File: config.mk
export PLATFORM = sky130hd
export DESIGN_NAME = rgbw_frame_sender
export DESIGN_NICKNAME = d
export VERILOG_FILES = /design/src/rtl/rgbw_frame_pkg.sv /design/src/rtl/spi_byte_tx.sv /design/src/rtl/rgbw_frame_sender.sv
export SDC_FILE = /design/constraint.sdc
export NUM_CORES = 1
export LEC_CHECK = 0
export ABC_AREA = 1
export CAP_MARGIN = 20
export CORE_ASPECT_RATIO = 0.5
export CORE_UTILIZATION = 60
export CTS_CLUSTER_DIAMETER = 80
export DETAILED_ROUTE_END_ITERATION = 8
export GPL_TIMING_DRIVEN = 0
export PLACE_DENSITY = 0.85
export SLEW_MARGIN = 20
export SYNTH_ARGS = -nofsm -noshare
export SYNTH_HDL_FRONTEND = slang
export SYNTH_HIERARCHICAL = 1
export SYNTH_SLANG_ARGS = --single-unit
File: constraint.sdc
create_clock -name clk -period 4.1 [get_ports clk]
set_input_delay 1.23 -clock clk [delete_from_list [all_inputs] [get_ports clk]]
set_output_delay 1.23 -clock clk [all_outputs]
set_load 0.1 [all_outputs]
File: src/rtl/rgbw_frame_pkg.sv
// Shared definitions for the RGBW control frame link: sync byte, payload
// layout and byte-index constants (also used on the receiver side), and the
// frame FSM state encoding.
package rgbw_frame_pkg;

  localparam logic [7:0]  SYNC_BYTE     = 8'h55;
  localparam int unsigned PAYLOAD_BYTES = 7;

  // Payload byte order on the wire, after the sync byte.
  localparam logic [2:0] IDX_LINT      = 3'd0;
  localparam logic [2:0] IDX_COLOR_IDX = 3'd1;
  localparam logic [2:0] IDX_RED       = 3'd2;
  localparam logic [2:0] IDX_GREEN     = 3'd3;
  localparam logic [2:0] IDX_BLUE      = 3'd4;
  localparam logic [2:0] IDX_WHITE     = 3'd5;
  localparam logic [2:0] IDX_MODE      = 3'd6;

  typedef enum logic [2:0] {
    IDLE,
    LEAD,
    SHIFT,
    GAP,
    TRAIL
  } frame_state_t;

  typedef struct packed {
    logic [7:0] lint;
    logic [7:0] color_idx;
    logic [7:0] red;
    logic [7:0] green;
    logic [7:0] blue;
    logic [7:0] white;
    logic [7:0] mode;
  } rgbw_payload_t;

  // Payload byte by wire index.
  function automatic logic [7:0] payload_byte(rgbw_payload_t p, logic [2:0] idx);
    case (idx)
      IDX_LINT:      payload_byte = p.lint;
      IDX_COLOR_IDX: payload_byte = p.color_idx;
      IDX_RED:       payload_byte = p.red;
      IDX_GREEN:     payload_byte = p.green;
      IDX_BLUE:      payload_byte = p.blue;
      IDX_WHITE:     payload_byte = p.white;
      IDX_MODE:      payload_byte = p.mode;
      default:       payload_byte = p.mode;
    endcase
  endfunction

  // Frame checksum: XOR of the payload bytes (sync byte excluded).
  function automatic logic [7:0] payload_xor(rgbw_payload_t p);
    payload_xor = p.lint ^ p.color_idx ^ p.red ^ p.green ^ p.blue ^ p.white ^ p.mode;
  endfunction

endpackage

File: src/rtl/spi_byte_tx.sv
// SPI mode-0 byte shifter, MSB first. Owns the sclk divider, bit counter,
// sclk and mosi.
//   load/byte_in : preload the shift register (mosi shows byte_in[7] next cycle)
//   go           : start the 8-bit sequence; sclk rises on the same edge
//   byte_done_c  : high in the last low cycle of bit 0 (byte finished)
//   sclk, mosi   : registered SPI outputs
module spi_byte_tx #(
  parameter int unsigned CLK_DIV = 4
) (
  input  logic       clk,
  input  logic       reset,
  input  logic       load,
  input  logic [7:0] byte_in,
  input  logic       go,
  output logic       sclk,
  output logic       mosi,
  output logic       byte_done_c
);

  localparam int unsigned DIV_W    = 8;
  localparam logic [DIV_W-1:0] DIV_LAST = DIV_W'(CLK_DIV - 1);

  logic             active;
  logic [DIV_W-1:0] div_cnt;
  logic [2:0]       bit_cnt;
  logic [7:0]       shreg;

  // mosi is the shift register MSB, so it is a flop output.
  assign mosi        = shreg[7];
  assign byte_done_c = active && !sclk && (bit_cnt == 3'd0) && (div_cnt == DIV_LAST);

  // Half-period divider; mosi shifts on falling edges except after bit 0,
  // where the next byte is loaded at the end of the low phase instead.
  always_ff @(posedge clk or posedge reset) begin
    if (reset) begin
      active  <= 1'b0;
      sclk    <= 1'b0;
      div_cnt <= '0;
      bit_cnt <= '0;
      shreg   <= '0;
    end else begin
      if (load) shreg <= byte_in;
      if (!active) begin
        if (go) begin
          active  <= 1'b1;
          sclk    <= 1'b1;
          div_cnt <= '0;
          bit_cnt <= 3'd7;
        end
      end else if (div_cnt != DIV_LAST) begin
        div_cnt <= div_cnt + DIV_W'(1);
      end else begin
        div_cnt <= '0;
        if (sclk) begin
          sclk <= 1'b0;
          if (bit_cnt != 3'd0) shreg <= {shreg[6:0], 1'b0};
        end else if (bit_cnt == 3'd0) begin
          active <= 1'b0;
        end else begin
          sclk    <= 1'b1;
          bit_cnt <= bit_cnt - 3'd1;
        end
      end
    end
  end

endmodule

File: src/rtl/rgbw_frame_sender.sv
// RGBW control frame sender (SPI master, mode 0, MSB first).
// Frame: 0x55, lint, color_idx, red, green, blue, white, mode
// [, checksum when RGBW_FRAME_CHECKSUM_EN is defined].
//   clk, reset   : clock, async active-high reset
//   send         : start request, accepted when busy=0
//   lint..mode   : payload, snapshotted in the accept cycle
//   cs_n/sclk/mosi : SPI outputs
//   busy, done   : frame in progress / one-cycle completion pulse
module rgbw_frame_sender #(
  parameter int unsigned CLK_DIV = 4
) (
  input  logic       clk,
  input  logic       reset,
  input  logic       send,
  input  logic [7:0] lint,
  input  logic [7:0] color_idx,
  input  logic [7:0] red,
  input  logic [7:0] green,
  input  logic [7:0] blue,
  input  logic [7:0] white,
  input  logic [7:0] mode,
  output logic       cs_n,
  output logic       sclk,
  output logic       mosi,
  output logic       busy,
  output logic       done
);
  import rgbw_frame_pkg::*;

`ifdef RGBW_FRAME_CHECKSUM_EN
  localparam int unsigned FRAME_BYTES = PAYLOAD_BYTES + 2;
`else
  localparam int unsigned FRAME_BYTES = PAYLOAD_BYTES + 1;
`endif
  localparam int unsigned CNT_W = 4;
  localparam logic [CNT_W-1:0] LAST_BYTE = CNT_W'(FRAME_BYTES - 1);
  localparam logic [7:0]       DIV_LAST  = 8'(CLK_DIV - 1);

  frame_state_t     state, state_d;
  logic [CNT_W-1:0] byte_cnt, byte_cnt_d, next_idx;
  logic [7:0]       phase_cnt, phase_d;
  logic             cs_n_d, busy_d, done_d;
  logic             snap_en, tx_load, tx_go, byte_done_c;
  logic [7:0]       tx_byte, next_byte, checksum;
  rgbw_payload_t    snap;

`ifdef RGBW_FRAME_CHECKSUM_EN
  assign checksum = payload_xor(snap);
`else
  assign checksum = 8'h00;
`endif

  // Byte following the one currently on the wire (index >= 1).
  always_comb begin
    next_idx = byte_cnt + CNT_W'(1);
    if (next_idx <= CNT_W'(PAYLOAD_BYTES)) next_byte = payload_byte(snap, 3'(next_idx - CNT_W'(1)));
    else                                    next_byte = checksum;
  end

  // Frame FSM next state and control strobes.
  always_comb begin
    state_d    = state;
    cs_n_d     = cs_n;
    busy_d     = busy;
    done_d     = 1'b0;
    byte_cnt_d = byte_cnt;
    phase_d    = phase_cnt;
    snap_en    = 1'b0;
    tx_load    = 1'b0;
    tx_byte    = 8'h00;
    tx_go      = 1'b0;
    case (state)
      IDLE: begin
        if (send) begin
          snap_en    = 1'b1;
          tx_load    = 1'b1;
          tx_byte    = SYNC_BYTE;
          cs_n_d     = 1'b0;
          busy_d     = 1'b1;
          byte_cnt_d = '0;
          phase_d    = '0;
          state_d    = LEAD;
        end
      end
      LEAD, GAP: begin
        if (phase_cnt == DIV_LAST) begin
          tx_go   = 1'b1;
          phase_d = '0;
          state_d = SHIFT;
        end else begin
          phase_d = phase_cnt + 8'd1;
        end
      end
      SHIFT: begin
        if (byte_done_c) begin
          phase_d = '0;
          if (byte_cnt == LAST_BYTE) begin
            state_d = TRAIL;
          end else begin
            byte_cnt_d = next_idx;
            tx_load    = 1'b1;
            tx_byte    = next_byte;
            state_d    = GAP;
          end
        end
      end
      TRAIL: begin
        if (phase_cnt == DIV_LAST) begin
          cs_n_d     = 1'b1;
          busy_d     = 1'b0;
          done_d     = 1'b1;
          tx_load    = 1'b1;
          tx_byte    = 8'h00;
          byte_cnt_d = '0;
          phase_d    = '0;
          state_d    = IDLE;
        end else begin
          phase_d = phase_cnt + 8'd1;
        end
      end
      default: state_d = IDLE;
    endcase
  end

  // State, counters, registered outputs and payload snapshot.
  always_ff @(posedge clk or posedge reset) begin
    if (reset) begin
      state     <= IDLE;
      cs_n      <= 1'b1;
      busy      <= 1'b0;
      done      <= 1'b0;
      byte_cnt  <= '0;
      phase_cnt <= '0;
      snap      <= '0;
    end else begin
      state     <= state_d;
      cs_n      <= cs_n_d;
      busy      <= busy_d;
      done      <= done_d;
      byte_cnt  <= byte_cnt_d;
      phase_cnt <= phase_d;
      if (snap_en) snap <= '{lint, color_idx, red, green, blue, white, mode};
    end
  end

  spi_byte_tx #(.CLK_DIV(CLK_DIV)) u_tx (
    .clk         (clk),
    .reset       (reset),
    .load        (tx_load),
    .byte_in     (tx_byte),
    .go          (tx_go),
    .sclk        (sclk),
    .mosi        (mosi),
    .byte_done_c (byte_done_c)
  );

endmodule

## Word-level counts from Yosys, hierarchy flattened

Index checks and enable logic that the tools add are counted.

- Bitwise gates (word level): 0
- Magnitude comparators: 1
- $mul: 0
- Shift operators: 0
- Reduce and logical (&&, ||, !) cells: 20
- Eq/ne operators: 21
- Mux-type cells: 57
- Divide/modulo/power cells: 0
- Add/sub/neg operators: 5

Operator list:

| kind | count |
|---|---|
| 8-bit 2-to-1 mux | 14 |
| 8-bit one-hot mux with 6 select lines | 1 |
| 3-bit 2-to-1 mux | 10 |
| 8-bit one-hot mux with 3 select lines | 1 |
| 1-bit 2-to-1 mux | 20 |
| 8-bit by 1-bit adder with 8-bit output (second input constant) | 2 |
| 8-bit by 2-bit == test with 1-bit output (second input constant) | 2 |
| 4-bit 2-to-1 mux | 4 |
| 2-bit inequality test (second input constant) | 8 |
| 8-bit one-hot mux with 2 select lines | 1 |
| 3-bit by 2-bit == test with 1-bit output (second input constant) | 4 |
| 3-bit one-hot mux with 4 select lines | 1 |
| 4-bit one-hot mux with 3 select lines | 1 |
| 3-bit == test (second input constant) | 3 |
| 3-bit logical NOT | 3 |
| 3-bit nonzero test | 3 |
| 8-bit by 2-bit inequality test with 1-bit output (second input constant) | 1 |
| 4-bit AND reduction | 2 |
| 7-bit 2-to-1 mux | 1 |
| 3-bit by 1-bit == test with 1-bit output (second input constant) | 2 |
| 3-bit AND reduction | 2 |
| 3-bit by 1-bit subtractor with 3-bit output (second input constant) | 2 |
| 5-bit AND reduction | 1 |
| 4-bit by 1-bit adder with 4-bit output (second input constant) | 1 |
| 10 further kinds | 14 |

- Bits in registers: 95
- Logic and storage cells: 122
- Memory bits (writable): 0
- Memories kept: 0
- Bits in latches: 0
- Input port bits: 59
- Output and inout port bits: 5
- Bits in read-only memories: 0

## Logic depth before layout (Yosys ltp)

- Word-level depth: 13
- Gate-level depth with buffers: 14
- Gate-level depth less buffers: 14

## By module

Netlist, hierarchy kept.

Modules (own cells, without submodules):

| module | instances | seq. area each (um^2) | area an instance (um^2) | cells each |
|---|---|---|---|---|
| rgbw_frame_sender | 1 | 1,853.0 | 3,798.6 | 513 |
| spi_byte_tx | 1 | 525.5 | 1,280.0 | 169 |

## Worst setup path after synthesis

OpenSTA, ideal clock, no wires.

- Path type: reg2reg
- Start: reg u_tx.sclk
- End: reg u_tx.shreg[7]
- Slack: 1.700 ns
- Cell stages (with the launch flop): 9
- Arrival: 2.287 ns
- Setup time: 0.113 ns
- Buffers on the path: 1
- Clock period less this slack: 2.400 ns
- Cell sequence: dfrtp_1 > nor4_1 > nand3_4 > nand3_2 > buf_4 > mux2i_1 > nand2_1 > nand2_1 > inv_1

- Cells in the longest elaborated chain, start to end: 11

Ends and longest elaborated chain:

| element | line | RTL |
|---|---|---|
| start, declared | spi_byte_tx.sv:15 | `output logic sclk,` |
| start signal, assigned | spi_byte_tx.sv:37 | `sclk <= 1'b0;` |
| start signal, assigned | spi_byte_tx.sv:46 | `sclk <= 1'b1;` |
| start signal, assigned | spi_byte_tx.sv:55 | `sclk <= 1'b0;` |
| 1-bit logical NOT * | spi_byte_tx.sv:30 | `assign byte_done_c = active && !sclk && (bit_cnt == 3'd0) && (div_cnt == DIV_LAST);` |
| 1-bit logical AND * (3 in a row) | spi_byte_tx.sv:30 |  |
| net byte_done_c | rgbw_frame_sender.sv:43 | `logic snap_en, tx_load, tx_go, byte_done_c;` |
| 1-bit 2-to-1 mux * | rgbw_frame_sender.sv:95 | `if (byte_done_c) begin` |
| 1-bit one-hot mux with 3 select lines * | rgbw_frame_sender.sv:72 | `case (state)` |
| net tx_load | rgbw_frame_sender.sv:43 |  |
| 8-bit 2-to-1 mux * | spi_byte_tx.sv:42 | `if (load) shreg <= byte_in;` |
| 8-bit 2-to-1 mux | spi_byte_tx.sv:56 | `if (bit_cnt != 3'd0) shreg <= {shreg[6:0], 1'b0};` |
| 8-bit 2-to-1 mux | spi_byte_tx.sv:54 | `if (sclk) begin` |
| 8-bit 2-to-1 mux | spi_byte_tx.sv:50 | `end else if (div_cnt != DIV_LAST) begin` |
| 8-bit 2-to-1 mux * | spi_byte_tx.sv:43 | `if (!active) begin` |
| end signal, assigned | spi_byte_tx.sv:42 |  |
| end signal, assigned | spi_byte_tx.sv:56 |  |
| end, declared | spi_byte_tx.sv:26 | `logic [7:0] shreg;` |

The timed path passes the listed nets; every way through them passes the cells marked *.
A chain may end at the register's enable or synchronous reset.

## Worst setup path in the final report

- Start: reg cs_n
- End: out cs_n

RTL lines:

| element | line | RTL |
|---|---|---|
| start, declared | rgbw_frame_sender.sv:22 | `output logic cs_n,` |
| start signal, assigned | rgbw_frame_sender.sv:137 | `cs_n <= cs_n_d;` |

No word-level cell between the ends.

==> flow_metrics.env <==
export IMPL_critical_path_max_fanout=2
export IMPL_synth_xor_area_share_pct=0.517
export IMPL_synth_ff_latch_count=95
export IMPL_instances_no_fill=874
export IMPL_worst_clock_skew_ps=9.54
export IMPL_clk_latency_ps=360
export IMPL_synthesis_nets=750
export IMPL_cts_repair_resized=0
export IMPL_yosys_most_used_dff="dfrtp_1"
export IMPL_post_cts_hold_buffer_count=0
export IMPL_post_synth_cell_area_avg_um2=7.45
export IMPL_worst_ep_arrival_time_ps=2000
export IMPL_ys_warn_count=6
export IMPL_flow_area_growth_from_synthesis_pct=22.4
export IMPL_wl_per_cell_um=13.7
export IMPL_hpwl_mm=8.53
export IMPL_cp_start_kind="flop"
export IMPL_regArea_um2=2380
export IMPL_status="completed"
export IMPL_critical_path_slowest_cell="clkdlybuf4s50_1"
export IMPL_met1Wirelength_mm=5.52
export IMPL_topRoutingLayerUsed="met4"
export IMPL_post_route_cells_drive_above_1_share_pct=9.84
export IMPL_antenna_cells=0
export IMPL_path_type_of_the_worst_setup_path="flop to output pin"
export IMPL_tritoncts="yes"
export IMPL_cts_sinks=95
export IMPL_ys_async_sr_fraction_pct=100
export IMPL_cellInternalPower_w=0.00251
export IMPL_cts_made_buffers=9
export IMPL_crit_required_ps=2870
export IMPL_holdWs_ps=465
export IMPL_timing_worst_slew_pin_value_ps=962
export IMPL_final_fill_count=604
export IMPL_post_synth_mux_area_share_pct=0.197
export IMPL_yosys_area_share_simple_pct=39.6
export IMPL_finalMaxSlewViolations=0
export IMPL_grt_remaining_overflow=0
export IMPL_syn_instance_count=682
export IMPL_pleak_nw=3.30
export IMPL_peakVddDrop_uv=390
export IMPL_final_period_minus_worst_setup_slack_ps=3230
export IMPL_timing_critical_path_slowest_cell_delay_ps=1120
export IMPL_floorplan_die_area_um2=8860
export IMPL_share_comb_of_total_power_pct=37.7
export IMPL_cts_htree_levels=3
export IMPL_drc_violation_count_after_routing=0
export IMPL_cts_root_buffer_cell="clkbuf_16"
export IMPL_hold_path_class="flop to flop"
export IMPL_fmaxAchievable_mhz=309
export IMPL_global_route_wire_length_before_repair_mm=20.0
export IMPL_postCtsSetupBuffers=0
export IMPL_kind_of_cell_adding_the_most_delay_to_the_critical_path="buffers and inverters"
export IMPL_die_width_um=132
export IMPL_cts_root_to_sink_buffers=2
export IMPL_pwr_share_seq_pct=38.8
export IMPL_synth_yosys_seq_area_share_pct=46.8
export IMPL_synth_enable_flop_cells=0
export IMPL_die_h_um=67.1
export IMPL_grt_setup_unrepaired="no"
export IMPL_placed_instances=858
export IMPL_routed_wl_met2_mm=5.48
export IMPL_pin_count_of_the_biggest_net_entering_global_routing=44
export IMPL_power_density_cell_area_nw_per_um2=669
export IMPL_largest_family_of_logic_cells_by_synthesized_area="simple AND/OR/NAND/NOR gates"
export IMPL_p_sw_share_pct=39.8
export IMPL_route_met3_wl_um=729
export IMPL_post_synth_top_area_fraction_pct=46.3
export IMPL_synth_area_top_cells="dfrtp_1 (46%), nand2_1 (22%), nand3_1 (5.2%), inv_1 (4.1%), nor2_1 (3.8%)"
export IMPL_clock_edge_transition_at_the_registers_on_the_reported_setup_and_hold_paths_ps=60
export IMPL_io_buffer_count=63
export IMPL_setup_violations_final=0
export IMPL_synth_adder_area_share_pct=2.22
export IMPL_placement_rows=23
export IMPL_num_io_pins=64
export IMPL_route_antenna_remaining_nets=0
export IMPL_max_cap_violations=0
export IMPL_first_global_vias=4256
export IMPL_maxSlewHeadroom_pct=35.6
export IMPL_via_count=4649
export IMPL_num_nets_final=825
export IMPL_viasPerCell=5.32
export IMPL_initial_utilization_pct=62.6
export IMPL_grt_antenna_before_repair=0
export IMPL_placeableCoreArea_um2=8120
export IMPL_cp_cell_sequence="clkdlybuf4s50_1"
export IMPL_drt_first_pass_iters=5
export IMPL_multi_input_gate_area_in_the_final_layout_um2=2310
export IMPL_routed_wirelength_mm=12.0
export IMPL_min_period_over_period_pct=78.9
export IMPL_critical_path_buf_inv_count=1
export IMPL_power_clock_fraction_pct=23.5
export IMPL_post_synth_top_area_cell="dfrtp_1"
export IMPL_globalRouteTotalUtil_pct=29.4
export IMPL_worst_r2r_setup_slack_ps=1430
export IMPL_netlist_cell_type_count=33
export IMPL_gp_congestion=0.880
export IMPL_net_switching_power_w=0.00166
export IMPL_synth_cell_area_um2=5080
export IMPL_drt_initial_drc_count=385
export IMPL_finalHoldViolCount=0
export IMPL_timing_critical_path_to_type="output pin"
export IMPL_synth_compound_area_share_pct=3.03
## worst reg2reg max path, delay by kind of cell, from the launching register on
family                     cells  cell delay, ps
DFF                            1             400
muxes                          1             210
adders and majority gates      1             290
buffers and inverters          2             250
and+or+nand+nor                8            1460
## metal layers
metal	vias to the layer above	global-route usage [%]
met5	-	0
met1	2172	38.3
met4	0	10.9
met3	29	7.31
met2	164	48.1
li1	2284	-
## sequential cells by signal (all words and copies together) (netlist names), 3 cells and up
signal        cells
state             3
snap             56
u_tx/bit_cnt      3
u_tx/div_cnt      8
byte_cnt          4
phase_cnt         8
u_tx/shreg        8
## worst paths after layout
kind,from,to,cells after the start
hold reg to reg,cs_n,cs_n,2
hold / removal,cs_n,cs_n,2
setup / recovery,cs_n,cs_n,1
min in group asynchronous,reset,phase_cnt[6],2
setup reg to reg,u_tx/div_cnt[0],u_tx/shreg[7],12
max in group asynchronous,reset,u_tx/bit_cnt[2],2
## cells by family (layout without fill, tap and decap cells)
| group | after synthesis | in the layout |
|---|---|---|
| AND/OR/NAND/NOR | 457 | 457 |
| XOR/XNOR | 3 | 3 |
| multiplexers | 1 | 1 |
| flip-flops | 95 | 95 |
| buffers and inverters | 88 | 168 |
| AO/OA/AOI/OAI | 29 | 29 |
| adder cells (fa/ha/maj) | 9 | 9 |
## layout by cell type, fill, tap and decap left out, drive strengths merged, types with 2 or more instances in the layout
cell           count
a21oi              7
buf               23
bufinv             3
clkbuf            11
clkdlybuf4s50     63
dfrtp             94
ha                 9
inv               67
nand2            306
nand3             60
nand4             21
nor2              58
o211ai             2
o21ai             17
o22ai              2
or2                9
xnor2              2
## cells in the mapped netlist, types with 3 or more instances
library cell  number
nand2_1          301
dfrtp_1           94
inv_1             56
nand3_1           53
nor2_1            51
nand4_1           21
buf_2             12
o21ai_1           11
inv_2             10
buf_4              9
ha_1               9
a21oi_1            7
o21ai_0            6
or2_2              6
nand3_2            5
nor2_4             4
nand2_2            3
or2_1              3
## through the flow
stage	setup TNS [ps]	utilization (%)	area, µm²	power (W)	setup WS, ps
after detailed placement	0	72.4	5870	0.00317	1150
after CTS	0	76.6	6220	0.00416	861
final	0	76.6	6220	0.00416	867
after global routing	0	76.6	6220	0.00447	839
after floorplan	0	-	5080	0.00273	990
after global placement	-17160	72.1	5850	0.00309	-241
## power by group through the flow
stage	Sequential, W	Combinational [W]	Clock [W]
6_report	0.00162	0.00157	0.000980
5_1_grt	0.00166	0.00179	0.00102
4_1_cts	0.00161	0.00156	0.000982
3_5_place_dp	0.00162	0.00154	0
3_3_place_gp	0.00161	0.00148	0
2_1_floorplan	0.00163	0.00110	0
## layout make-up
cell class,count,share of cell area (%)
Buffer,22,2.23
Clock buffer,11,3.90
Clock inverter,5,1.67
Inverter,66,4.02
Multi-Input combinational cell,499,37.2
Sequential cell,95,38.2
Tap cell,112,2.25
Timing Repair Buffer,64,10.5
No activity file was read; power rests on OpenSTA's default activity.
